File: src/rtl/instruction_decode.sv
// RV64I decode stage: register-file read, control/immediate decode and the ID/EX
// pipeline register, with load-use bubble insertion and branch flush.
module instruction_decode (
    input  logic        clk,
    input  logic        rst,
    input  logic        input_valid,
    input  logic [31:0] instruction,
    input  logic [63:0] instruction_pc,
    output logic [4:0]  rs1_addr,
    output logic [4:0]  rs2_addr,
    input  logic [63:0] rs1_data,
    input  logic [63:0] rs2_data,
    input  logic        stall_in,
    output logic        stall_out,
    input  logic        branch_reset_in,
    output logic        branch_reset_out,
    output logic        output_valid,
    output logic [63:0] out_pc,
    output logic [4:0]  rd,
    output logic [63:0] rs1_val,
    output logic [63:0] rs2_val,
    output logic [63:0] imm,
    output logic [3:0]  alu_op,
    output logic        alu_src_imm,
    output logic        is_word,
    output logic        mem_read,
    output logic        mem_write,
    output logic [1:0]  mem_size,
    output logic        mem_unsigned,
    output logic        reg_write,
    output logic        is_branch,
    output logic        is_jal,
    output logic        is_jalr,
    output logic        is_auipc,
    output logic [2:0]  branch_funct3,
    output logic        illegal
);

    typedef enum logic [3:0] {
        ALU_ADD = 4'd0, ALU_SUB = 4'd1, ALU_SLL = 4'd2, ALU_SLT = 4'd3,
        ALU_SLTU = 4'd4, ALU_XOR = 4'd5, ALU_SRL = 4'd6, ALU_SRA = 4'd7,
        ALU_OR = 4'd8, ALU_AND = 4'd9, ALU_PASSB = 4'd10
    } alu_op_e;

    typedef struct packed {
        logic        valid;
        logic [63:0] pc;
        logic [4:0]  rd;
        logic [63:0] rs1_val;
        logic [63:0] rs2_val;
        logic [63:0] imm;
        alu_op_e     alu_op;
        logic        alu_src_imm;
        logic        is_word;
        logic        mem_read;
        logic        mem_write;
        logic [1:0]  mem_size;
        logic        mem_unsigned;
        logic        reg_write;
        logic        is_branch;
        logic        is_jal;
        logic        is_jalr;
        logic        is_auipc;
        logic [2:0]  branch_funct3;
        logic        illegal;
    } bundle_t;

    localparam logic [6:0] OPC_LUI    = 7'b0110111;
    localparam logic [6:0] OPC_AUIPC  = 7'b0010111;
    localparam logic [6:0] OPC_JAL    = 7'b1101111;
    localparam logic [6:0] OPC_JALR   = 7'b1100111;
    localparam logic [6:0] OPC_BRANCH = 7'b1100011;
    localparam logic [6:0] OPC_LOAD   = 7'b0000011;
    localparam logic [6:0] OPC_STORE  = 7'b0100011;
    localparam logic [6:0] OPC_OPIMM  = 7'b0010011;
    localparam logic [6:0] OPC_OPIMMW = 7'b0011011;
    localparam logic [6:0] OPC_OP     = 7'b0110011;
    localparam logic [6:0] OPC_OPW    = 7'b0111011;

    function automatic alu_op_e alu_sel(input logic [2:0] f3, input logic alt);
        alu_op_e op;
        op = ALU_ADD;
        case (f3)
            3'd0: op = alt ? ALU_SUB : ALU_ADD;
            3'd1: op = ALU_SLL;
            3'd2: op = ALU_SLT;
            3'd3: op = ALU_SLTU;
            3'd4: op = ALU_XOR;
            3'd5: op = alt ? ALU_SRA : ALU_SRL;
            3'd6: op = ALU_OR;
            3'd7: op = ALU_AND;
        endcase
        return op;
    endfunction

    logic [6:0]  opcode;
    logic [2:0]  funct3;
    logic [63:0] imm_i, imm_s, imm_b, imm_u, imm_j;
    logic        bad, rs1_used, rs2_used, load_use;
    bundle_t     dec, bundle_d, bundle_q;
    logic        branch_reset_d, branch_reset_q;

    assign opcode   = instruction[6:0];
    assign funct3   = instruction[14:12];
    assign rs1_addr = instruction[19:15];
    assign rs2_addr = instruction[24:20];

    assign imm_i = {{52{instruction[31]}}, instruction[31:20]};
    assign imm_s = {{52{instruction[31]}}, instruction[31:25], instruction[11:7]};
    assign imm_b = {{51{instruction[31]}}, instruction[31], instruction[7],
                    instruction[30:25], instruction[11:8], 1'b0};
    assign imm_u = {{32{instruction[31]}}, instruction[31:12], 12'b0};
    assign imm_j = {{43{instruction[31]}}, instruction[31], instruction[19:12],
                    instruction[20], instruction[30:21], 1'b0};

    always_comb begin
        dec         = '0;
        bad         = 1'b0;
        rs1_used    = 1'b1;
        rs2_used    = 1'b0;
        dec.pc      = instruction_pc;
        dec.rd      = instruction[11:7];
        dec.rs1_val = (rs1_addr == 5'd0) ? 64'd0 : rs1_data;
        dec.rs2_val = (rs2_addr == 5'd0) ? 64'd0 : rs2_data;
        dec.alu_op  = ALU_ADD;
        case (opcode)
            OPC_LUI: begin
                dec.imm = imm_u; dec.alu_op = ALU_PASSB;
                dec.alu_src_imm = 1'b1; dec.reg_write = 1'b1; rs1_used = 1'b0;
            end
            OPC_AUIPC: begin
                dec.imm = imm_u; dec.is_auipc = 1'b1; dec.reg_write = 1'b1; rs1_used = 1'b0;
            end
            OPC_JAL: begin
                dec.imm = imm_j; dec.is_jal = 1'b1; dec.reg_write = 1'b1; rs1_used = 1'b0;
            end
            OPC_JALR: begin
                dec.imm = imm_i; dec.is_jalr = 1'b1; dec.reg_write = 1'b1;
                bad = (funct3 != 3'd0);
            end
            OPC_BRANCH: begin
                dec.imm = imm_b; dec.is_branch = 1'b1; dec.alu_op = ALU_SUB;
                dec.branch_funct3 = funct3; rs2_used = 1'b1;
                bad = (funct3 == 3'd2) || (funct3 == 3'd3);
            end
            OPC_LOAD: begin
                dec.imm = imm_i; dec.mem_read = 1'b1; dec.reg_write = 1'b1;
                dec.mem_size = funct3[1:0]; dec.mem_unsigned = funct3[2];
                bad = (funct3 == 3'd7);
            end
            OPC_STORE: begin
                dec.imm = imm_s; dec.mem_write = 1'b1; dec.mem_size = funct3[1:0];
                rs2_used = 1'b1; bad = funct3[2];
            end
            OPC_OPIMM, OPC_OPIMMW: begin
                dec.imm = imm_i; dec.alu_src_imm = 1'b1; dec.reg_write = 1'b1;
                dec.is_word = (opcode == OPC_OPIMMW);
                dec.alu_op = alu_sel(funct3, instruction[30] && (funct3 == 3'd5));
                // Shamt is 6 bits wide for the 64-bit form, so bit 25 is part of it there.
                if (dec.is_word) begin
                    bad = !(funct3 inside {3'd0, 3'd1, 3'd5})
                        || ((funct3 == 3'd1) && (instruction[31:25] != 7'b0000000))
                        || ((funct3 == 3'd5) && (instruction[31:25] != 7'b0000000)
                                             && (instruction[31:25] != 7'b0100000));
                end else begin
                    bad = ((funct3 == 3'd1) && (instruction[31:26] != 6'b000000))
                        || ((funct3 == 3'd5) && (instruction[31:26] != 6'b000000)
                                             && (instruction[31:26] != 6'b010000));
                end
            end
            OPC_OP, OPC_OPW: begin
                dec.reg_write = 1'b1; rs2_used = 1'b1;
                dec.is_word = (opcode == OPC_OPW);
                dec.alu_op = alu_sel(funct3, instruction[30]);
                bad = !((instruction[31:25] == 7'b0000000)
                     || ((instruction[31:25] == 7'b0100000) && (funct3 inside {3'd0, 3'd5})))
                   || (dec.is_word && !(funct3 inside {3'd0, 3'd1, 3'd5}));
            end
            default: bad = 1'b1;
        endcase
        if (bad) begin
            dec.reg_write = 1'b0;
            dec.mem_read  = 1'b0;
            dec.mem_write = 1'b0;
        end
        if (dec.rd == 5'd0) dec.reg_write = 1'b0;
        dec.illegal = bad;
    end

    assign load_use = bundle_q.valid && bundle_q.mem_read && (bundle_q.rd != 5'd0) && input_valid
                   && ((rs1_used && (bundle_q.rd == rs1_addr)) || (rs2_used && (bundle_q.rd == rs2_addr)));
    assign stall_out = stall_in | load_use;

    always_comb begin
        bundle_d       = bundle_q;
        branch_reset_d = branch_reset_in;
        if (branch_reset_in) begin
            bundle_d.valid = 1'b0;
        end else if (stall_in) begin
            bundle_d = bundle_q;
        end else if (load_use) begin
            bundle_d.valid = 1'b0;
        end else begin
            bundle_d       = dec;
            bundle_d.valid = input_valid;
        end
    end

    always_ff @(posedge clk) begin
        if (rst) begin
            bundle_q       <= '0;
            branch_reset_q <= 1'b0;
        end else begin
            bundle_q       <= bundle_d;
            branch_reset_q <= branch_reset_d;
        end
    end

    assign branch_reset_out = branch_reset_q;
    assign output_valid     = bundle_q.valid;
    assign out_pc           = bundle_q.pc;
    assign rd               = bundle_q.rd;
    assign rs1_val          = bundle_q.rs1_val;
    assign rs2_val          = bundle_q.rs2_val;
    assign imm              = bundle_q.imm;
    assign alu_op           = bundle_q.alu_op;
    assign alu_src_imm      = bundle_q.alu_src_imm;
    assign is_word          = bundle_q.is_word;
    assign mem_read         = bundle_q.mem_read;
    assign mem_write        = bundle_q.mem_write;
    assign mem_size         = bundle_q.mem_size;
    assign mem_unsigned     = bundle_q.mem_unsigned;
    assign reg_write        = bundle_q.reg_write;
    assign is_branch        = bundle_q.is_branch;
    assign is_jal           = bundle_q.is_jal;
    assign is_jalr          = bundle_q.is_jalr;
    assign is_auipc         = bundle_q.is_auipc;
    assign branch_funct3    = bundle_q.branch_funct3;
    assign illegal          = bundle_q.illegal;

endmodule

File: config.mk
export PLATFORM = sky130hd
export DESIGN_NAME = instruction_decode
export DESIGN_NICKNAME = d
export VERILOG_FILES = /design/src/rtl/instruction_decode.sv
export SDC_FILE = /design/constraint.sdc
export NUM_CORES = 1
export LEC_CHECK = 0
export CAP_MARGIN = 20
export CORE_AREA = 2 2 205 207
export CTS_BUF_LIST = sky130_fd_sc_hd__clkbuf_16
export CTS_CLUSTER_DIAMETER = 40
export DETAILED_ROUTE_END_ITERATION = 8
export DIE_AREA = 0 0 207 209
export GPL_TIMING_DRIVEN = 0
export PLACE_DENSITY = 0.63
export SLEW_MARGIN = 30
export SYNTH_ARGS = -nofsm -noshare
export SYNTH_HDL_FRONTEND = slang
export SYNTH_SLANG_ARGS = --single-unit
File: constraint.sdc
create_clock -name clk -period 7.6 [get_ports clk]
set_input_delay 0.76 -clock clk [delete_from_list [all_inputs] [get_ports clk]]
set_output_delay 0.76 -clock clk [all_outputs]
set_load 0.005 [all_outputs]
==> reports/summary.txt, run 1 <==
outcome = complete, no violations
tightest hold margin = 0.449 ns
Vias = 11300
area leader, netlist = dfxtp_1
I/O pin count = 523
DIE HEIGHT = 209 um
Post-DRT Antenna Nets = 0
first-pass GRT wire length = 67.7 mm
core outline area = 0.0413 sq mm
dpl hpwl = 33.9 mm
Hold Fails Final Rpt = 0
unrepaired setup endpoints after global routing = false
DRT Wirelength = 45.0 mm
clock root cell = clkbuf_16
area share of the largest cell type after synthesis = 49.0%
total power = 0.00387 W
worst hold stages = 2
Async S/R FF share, synth = 0%
clock latency on the worst-skew pair = 0.55 ns
CTS Hold Buffers Added = 0
Final WS setup = 3.35 ns
CP max FO = 5
Clock Path Buffers = 3
Clock Skew = 0.0228 ns
top_reg_cell synth = dfxtp_1
final net count = 2063
Hold Path Origin = imm[5]
FMAX = 0.235 GHz
final setup TNS = 0 ns
Critical Path Start = instruction[23]
Die Area = 0.0433 sq mm
Setup Slack @ Placement = 2.95 ns
Worst Setup End Kind = output pin
Row Count = 75
CP Class = in2out
port bufs = 521
CTS resizes = 0
proportion of layout cells with a drive suffix above 1 = 7.87%
CTS buffer count = 44
post-CTS setup buffers = 0
reg-to-reg endpoint = rs2_val[61]
r2r setup slk = 4.06 ns
slew of the pin with the lowest slew margin = 0.857 ns
Via density = 4.68
peak supply drop = 0.170 mV
RR Startpoint = rd[3]
largest net degree at the start of global routing = 35
Filler cells = 4079
Clk pin slew, worst setup/hold paths = 0.05 ns
Avg Cell Area, Syn = 8.10 sq um
synthesis warning total = 0
LEAKAGE = 6.86 nW
most frequent cells in the layout = clkdlybuf4s50_1, nand2_1, dfxtp_1
Hold Path Class = reg2reg
Seq cells post-synth = 251
Critical Path AT = 3.49 ns
gpl congestion = 0.899
Slew Viols, Final = 0
sequential area share after synthesis = 49.0%
Setup-failing EPs final = 0
Endpoint, Worst Hold = imm[5]
Tmin final = 4.25 ns
DR iter-0 viols = 545
R2R cell count = 9
area of the multi-input gates = 0.00450 sq mm
global route total overflow = 0
Die X = 207 um
Mapped Area = 0.0103 sq mm
Post-synth EDFFs = 0
Critical Path RT = 6.84 ns
Worst slew margin = 42.4%
Post-Syn Nets = 1496
GRT Total Usage = 20.1%
pwr dens = 219 mW/mm^2
register area = 0.00503 sq mm
MaxCap Viol Count = 0
Sink Count = 251
fin crit share = 55.9%
Critical Path Start Type = primary input
vias in the first global route = 11300
gate count of the mapped netlist = 1267
CTS tree = built
wire length per cell = 18.7 um
Finished Core Util = 42.7%
most common cell after layout, fill and taps aside = clkdlybuf4s50_1
synth top area cells = dfxtp_1, nand2_1, nand3b_1
initial antenna violation count = 5
# DRC = 0
Initial Util = 24.8%
number of H-tree levels = 2
Synth cell types = 45
DRT Pass-1 Iters = 5
Area Growth Syn to Fin = 71.9%
## report_power, final
| part | switching (W) | leakage, nW | total [W] | internal [W] |
|---|---|---|---|---|
| logic | 0.000220 | 4.09 | 0.000497 | 0.000277 |
| registers | 0.0000343 | 2.05 | 0.00141 | 0.00138 |
| clock network | 0.000707 | 0.728 | 0.00196 | 0.00125 |
| total | 0.000962 | 6.86 | 0.00387 | 0.00291 |
## Yosys cell counts (all sizes together), types with 4 or more instances
master and n:
nand2 322, nand3b 132, xnor2 9, o21ai 5, nor3 22, or4 5
nor4 4, buf 64, nor2b 7, nor2 42, and3 4, a211oi 13
clkbuf 84, a21oi 98, a311oi 12, a221oi 5, or3 4, nand3 148
dfxtp 251
## cells by family (layout without fill, tap and decap cells)
kind of cell              after synthesis  after routing  synth area share (%)
muxes                                   2              2                 0.219
DFF                                   251            251                  49.0
buffers and inverters                 151            752                  7.33
and+or+nand+nor                       703            703                  33.8
other                                   0              3                     0
xor gates and xnor gates               10             10                 0.854
AOI/OAI and AO/OA                     150            150                  8.82
## stage by stage
stage,cells,area (sq um)
2_1_floorplan,1267,10300
3_3_place_gp,2327,16100
3_5_place_dp,2327,16200
4_1_cts,2407,17600
5_1_grt,2410,17600
6_report,2410,17600
## area by class of cell
type,instances,area share (%)
tap,539,3.82
timing repair buffer,521,29.6
clock buffer,45,6.39
multi-input combinational,865,25.5
inverter,3,0.0639
sequential,251,28.5
buffer,148,4.21
antenna,3,0.0426
clock inverter,35,1.87
## worst max-delay path: stages
cell and delay (ns):
clkdlybuf4s50_1 0.60, xor2_1 0.23, or3_1 0.38, nor4_1 0.70, nor3_1 0.15, inv_1 0.09, clkdlybuf4s50_1 0.58
## routing by layer
| layer | track usage (%) | up-vias | part of all wire [%] |
|---|---|---|---|
| met4 | 9.24 | 2 | 3.8 |
| li1 | - | 5432 | - |
| met2 | 34.5 | 458 | 49 |
| met1 | 23.4 | 5278 | 41 |
| met5 | 0 | - | 0.029 |
| met3 | 5.34 | 101 | 7.1 |
## worst max-delay path by stage
stage | slack, ns | endpoint | cells after the start
3_5_place_dp | 2.95 | out_pc[57] | 9
5_1_grt | 3.17 | stall_out | 7
4_1_cts | 3.31 | stall_out | 7
2_1_floorplan | 4.73 | alu_op[1] | 9
3_3_place_gp | 2.61 | rs1_val[56] | 9
6_report | 3.35 | stall_out | 7
## state kept, by name, summed over array words and instances, names as in the netlist, 2 cells and up
| signal | flops |
|---|---|
| imm | 32 |
| rd | 5 |
| mem_size | 2 |
| branch_funct3 | 3 |
| rs2_val | 64 |
| rs1_val | 64 |
| out_pc | 64 |
| alu_op | 4 |
Note: power is estimated with default switching activity, not from simulation.
==> inputs of run 2 (changes only) <==
- CORE_AREA: 2 2 205 207 -> 2 2 200 202
- DIE_AREA: 0 0 207 209 -> 0 0 202 204
- PLACE_DENSITY: 0.63 -> 0.65
- clock period: 7.6 -> 4.25 ns (I/O delays scaled with it)
==> run 2 against run 1 <==
Combinational power up 79%. Via count down 0.43%. Cell count down 0.66%. Sequential cell count unchanged. Clock-buffer cell count down 1. Power up 85%. Die area down 4.8%. First-iteration DRC count up 6.6%. Global-route usage up 0.93 points. Setup slack worse by 2.9 ns. Non-clock buffer count unchanged. Utilization up 2.5 points. Largest cell class unchanged. Largest power group unchanged.
==> reports/summary.txt, run 2 (synthesis gave the netlist of run 1 again) <==
wire length per cell = 18.9 um (+1.4%)
global route total overflow = 0 (unchanged)
register area = 0.00503 sq mm (unchanged)
core outline area = 0.0392 sq mm (-5.1%)
slew of the pin with the lowest slew margin = 1.02 ns (+0.165 ns)
port bufs = 521 (unchanged)
DIE HEIGHT = 204 um (-2.4%)
Initial Util = 26.2% (+1.3 points)
GRT met1 Usage = 23.7% (+0.26 points)
worst path bufs/invs = 4 (+1)
Hold Path Class = in2reg
DRT Wirelength = 45.3 mm (+0.70%)
Area Growth Syn to Fin = 72.5%
initial antenna violation count = 1 (-4)
first-pass GRT wire length = 66.7 mm (-1.4%)
CP max FO = 10 (+5)
number of H-tree levels = 2 (unchanged)
CP Class = in2reg
gpl congestion = 0.890 (-1.0%)
CTS Hold Buffers Added = 0 (unchanged)
Worst slew margin = 31.9% (-11 points)
most frequent cells in the layout = clkdlybuf4s50_1, nand2_1, dfxtp_1
Die X = 202 um (-2.4%)
proportion of layout cells with a drive suffix above 1 = 7.66% (-0.21 points)
global route hottest layer = met2
# DRC = 0 (unchanged)
LEAKAGE = 6.89 nW (+0.37%)
CP max stage cell = nor4_1
pwr dens = 405 mW/mm^2 (+84%)
Vias = 11200 (-0.43%)
Sink Count = 251 (unchanged)
CTS tree = built
Hold Fails Final Rpt = 0 (unchanged)
Critical Path AT = 4.29 ns (+0.80 ns)
Die Area = 0.0412 sq mm (-4.8%)
Via density = 4.69 (+0.23%)
dpl hpwl = 34.3 mm (+1.3%)
clock latency on the worst-skew pair = 0.56 ns (about the same)
FMAX = 0.263 GHz
clock root cell = clkbuf_16
DR iter-0 viols = 581 (+6.6%)
Worst Setup End Kind = flip-flop
largest net degree at the start of global routing = 35 (unchanged)
Critical Path Start Type = primary input
CP top delay family = buffers and inverters
CTS resizes = 0 (unchanged)
vias in the first global route = 11400 (+1.0%)
M2 GR Usage = 36.3% (+1.8 points)
fin crit share = 89.6%
Final WS setup = 0.443 ns (-2.91 ns)
Tmin final = 3.81 ns
DRT Pass-1 Iters = 5 (unchanged)
Slew Viols, Final = 0 (unchanged)
most common cell after layout, fill and taps aside = clkdlybuf4s50_1
DP Cell Count = 2313 (-0.60%)
cell mode on critical path = clkbuf_1
Finished Core Util = 45.2% (+2.5 points)
final setup TNS = 0 ns (unchanged)
area of the multi-input gates = 0.00450 sq mm (about the same)
Finished Layout Cells = 2394 (-0.66%)
CP peak stage delay = 0.77 ns (+0.07 ns)
Clock Skew = 0.0315 ns (+0.00878 ns)
GRT Total Usage = 21.1% (+0.93 points)
final net count = 2062 (-0.048%)
Setup-failing EPs final = 0 (unchanged)
CTS buffer count = 43 (-2.3%)
Filler cells = 3812 (-6.5%)
I/O pin count = 523 (unchanged)
peak supply drop = 0.272 mV (+60%)
MaxCap Viol Count = 0 (unchanged)
tightest hold margin = 0.339 ns (-0.110 ns)
Row Count = 73 (-2.7%)
outcome = complete, no violations
Clk pin slew, worst setup/hold paths = 0.06 ns (about the same)
GRT met3 Usage = 7.27% (+1.9 points)
Clock Path Buffers = 3 (unchanged)
unrepaired setup endpoints after global routing = false
Post-DRT Antenna Nets = 0 (unchanged)
post-CTS setup buffers = 0 (unchanged)
Critical Path RT = 4.73 ns (-2.11 ns)
cell chain of the critical path = clkdlybuf4s50_1 -> xor2_1 -> or3_1 -> nor4_1 -> or4_1 -> clkbuf_1 -> clkbuf_1 -> clkbuf_1 -> nand2_1 -> a21oi_1
Setup Slack @ Placement = -0.143 ns (-3.09 ns)
run 2: cell count changes in the layout (fill, tap and decap cells not counted), moves of 2 or more:
cell | before | now
bufinv_16 | 5 | 9
clkbuf_1 | 82 | 84
clkbuf_2 | 2 | 0
clkinv_1 | 4 | 7
clkinv_2 | 12 | 6
clkinv_4 | 0 | 3
diode_2 | 3 | 1
inv_1 | 6 | 4
inv_6 | 6 | 4
run 2: report_power, final:
group	total (W)	switching, W	internal, W	leakage (nW)
Sequential	0.00253	0.0000625	0.00246	2.05
Combinational	0.000890	0.000395	0.000495	4.08
Clock	0.00375	0.00130	0.00245	0.759
run 2: path summary, 6_finish.rpt:
| kind | start | endpoint | slack, ns | cells after the start |
|---|---|---|---|---|
| setup / recovery | instruction[23] | out_pc[61] | 0.44 | 10 |
| hold / removal | instruction[12] | mem_size[0] | 0.34 | 3 |
| setup reg to reg | rd[3] | out_pc[61] | 0.53 | 9 |
| hold reg to reg | out_pc[0] | out_pc[0] | 0.45 | 2 |
run 2: stage by stage:
step,total power (W),area [sq um]
after floorplan,0.00286,10300
after CTS,0.00725,17700
after global routing,0.00743,17700
after detailed placement,0.00347,16100
after global placement,0.00346,16100
final,0.00716,17700
run 2: layout make-up:
type	instances	area share (%)
tap	525	3.71
antenna	1	0.0141
buffer	148	4.18
inverter	3	0.0636
multi-input combinational	865	25.4
clock inverter	36	2.56
clock buffer	44	6.22
sequential	251	28.4
timing repair buffer	521	29.5
run 2: tightest hold or removal path, stage by stage:
cell and delay (ns):
clkbuf_1 0.21, nand3_1 0.13, a21oi_1 0.06
run 2: routing by layer:
metal | share of wire, % | vias to the layer above
li1 | - | 5421
met2 | 49 | 460
met3 | 8.6 | 100
met5 | 0 | -
met4 | 3.8 | 0
met1 | 39 | 5241
==> inputs of run 3 (changes only) <==
- PLACE_DENSITY: 0.65 -> not set
==> run 3 against run 2 <==
Die area did not move. Via count fell by 0.78%. Clock power fell by 3%. Combinational power barely moved. Critical path type unchanged. Non-clock buffer count did not move. Utilization fell by 0.12 points.
==> reports/summary.txt, run 3 (synthesis gave the netlist of run 1 again) <==
outcome = complete, no violations
I/O pin count = 523 (unchanged)
CP max FO = 10 (unchanged)
DR WL met3 = 3.56 mm (-8.3%)
Hold Path Class = in2reg
r2r setup slk = 0.49 ns (-0.04 ns)
dpl hpwl = 34.4 mm (+0.15%)
slew of the pin with the lowest slew margin = 0.955 ns (-0.0669 ns)
CTS resizes = 0 (unchanged)
dpl cell area = 0.0161 sq mm (unchanged)
port bufs = 521 (unchanged)
most frequent cells in the layout = clkdlybuf4s50_1, nand2_1, dfxtp_1
Critical Path Start Type = primary input
global route total overflow = 0 (unchanged)
proportion of layout cells with a drive suffix above 1 = 7.45% (-0.21 points)
Die Area = 0.0412 sq mm (unchanged)
number of H-tree levels = 2 (unchanged)
Tmin final = 3.86 ns (+0.0532 ns)
Clk pin slew, worst setup/hold paths = 0.05 ns (about the same)
clock root cell = clkbuf_16
peak supply drop = 0.259 mV (-4.9%)
DR iter-0 viols = 583 (+0.34%)
cell chain of the critical path = clkdlybuf4s50_1 -> xor2_1 -> or3_1 -> nor4_1 -> or4_1 -> clkbuf_1 -> clkbuf_1 -> clkbuf_1 -> nand3b_1 -> nand2_1
CTS Hold Buffers Added = 0 (unchanged)
GRT Total Usage = 20.9% (-0.13 points)
clock latency on the worst-skew pair = 0.54 ns (-0.02 ns)
fin crit share = 90.8% (+1.3 points)
CP Class = in2reg
DR top layer = met5
LEAKAGE = 6.88 nW (about the same)
Clock Path Buffers = 3 (unchanged)
gpl congestion = 0.894 (+0.44%)
CP peak stage delay = 0.82 ns (+0.05 ns)
Die X = 202 um (unchanged)
Hold Fails Final Rpt = 0 (unchanged)
Sink Count = 251 (unchanged)
Worst slew margin = 35.7% (+3.9 points)
# DRC = 0 (unchanged)
largest net degree at the start of global routing = 35 (unchanged)
met1 wire length = 18.1 mm (+2.4%)
Final WS setup = 0.390 ns (-0.0532 ns)
fin area = 0.0177 sq mm (-0.27%)
Filler cells = 3809 (-0.079%)
Critical Path AT = 4.34 ns (+0.05 ns)
CTS buffer count = 45 (+4.7%)
Initial Util = 26.2% (unchanged)
DRT Pass-1 Iters = 5 (unchanged)
cell mode on critical path = clkbuf_1
Via density = 4.65 (-0.74%)
MaxCap Viol Count = 0 (unchanged)
met2 WL = 22.0 mm (-0.27%)
post-CTS setup buffers = 0 (unchanged)
Area Growth Syn to Fin = 72.1%
wire length per cell = 18.9 um (-0.28%)
CTS tree = built
Post-DRT Antenna Nets = 0 (unchanged)
Row Count = 73 (unchanged)
initial antenna violation count = 2 (+1)
first-pass GRT wire length = 66.2 mm (-0.85%)
final net count = 2064 (+0.097%)
CP max stage cell = nor4_1
Vias = 11100 (-0.78%)
Clock Skew = 0.0117 ns (-0.0199 ns)
DIE HEIGHT = 204 um (unchanged)
Setup Slack @ Placement = -0.168 ns (-0.0251 ns)
Worst Setup End Kind = flip-flop
DRT Wirelength = 45.2 mm (-0.32%)
worst path bufs/invs = 4 (unchanged)
final setup TNS = 0 ns (unchanged)
core outline area = 0.0392 sq mm (unchanged)
Critical Path RT = 4.73 ns (about the same)
Setup-failing EPs final = 0 (unchanged)
most common cell after layout, fill and taps aside = clkdlybuf4s50_1
FMAX = 0.259 GHz (-1.4%)
CP top delay family = buffers and inverters
unrepaired setup endpoints after global routing = false
vias in the first global route = 10900 (-4.2%)
pwr dens = 399 mW/mm^2 (-1.4%)
Slew Viols, Final = 0 (unchanged)
## run 3: where the power goes
group | switching (W) | internal [W] | total (W)
Combinational | 0.000393 | 0.000495 | 0.000888
Sequential | 0.0000612 | 0.00247 | 0.00253
Clock | 0.00123 | 0.00240 | 0.00363
## run 3: final timing paths
check                       start                to  cells after the start
setup / recovery  instruction[23]       rs1_val[49]                     10
hold / removal    instruction[12]  branch_funct3[0]                      3
setup reg to reg            rd[3]       rs1_val[49]                      9
hold reg to reg            imm[5]            imm[5]                      2
## run 3: metrics by stage
| step | total power, W | std cells | hold slack, ns | utilization (%) |
|---|---|---|---|---|
| floorplan | 0.00286 | 1267 | 0.448 | - |
| global placement | 0.00346 | 2313 | 0.438 | 41.2 |
| detailed placement | 0.00346 | 2313 | 0.446 | 41.2 |
| CTS | 0.00713 | 2392 | 0.301 | 45.0 |
| global route | 0.00730 | 2393 | 0.365 | 45.1 |
| finish | 0.00705 | 2393 | 0.339 | 45.1 |
## run 3: area by class of cell
class	count	area, sq um	area share [%]
Timing Repair Buffer	521	5220	29.5
Sequential cell	251	5030	28.5
Multi-Input combinational cell	865	4500	25.5
Clock buffer	45	1130	6.38
Buffer	148	741	4.20
Tap cell	525	657	3.72
Clock inverter	34	380	2.15
Inverter	3	11.3	0.0638
Antenna cell	1	2.50	0.0142
## run 3: per-layer routing
metal,vias up,global-route usage (%)
li1,5431,-
met1,5157,24.4
met2,456,36.4
met3,88,5.61
met4,2,8.38
met5,-,0
## run 3: worst register-to-register path: cells and delay by family, from the launching register on
kind,cells,cell delay (ns)
and+or+nand+nor,5,1.68
buffers and inverters,3,1.41
DFF,1,0.52
xor gates and xnor gates,1,0.11
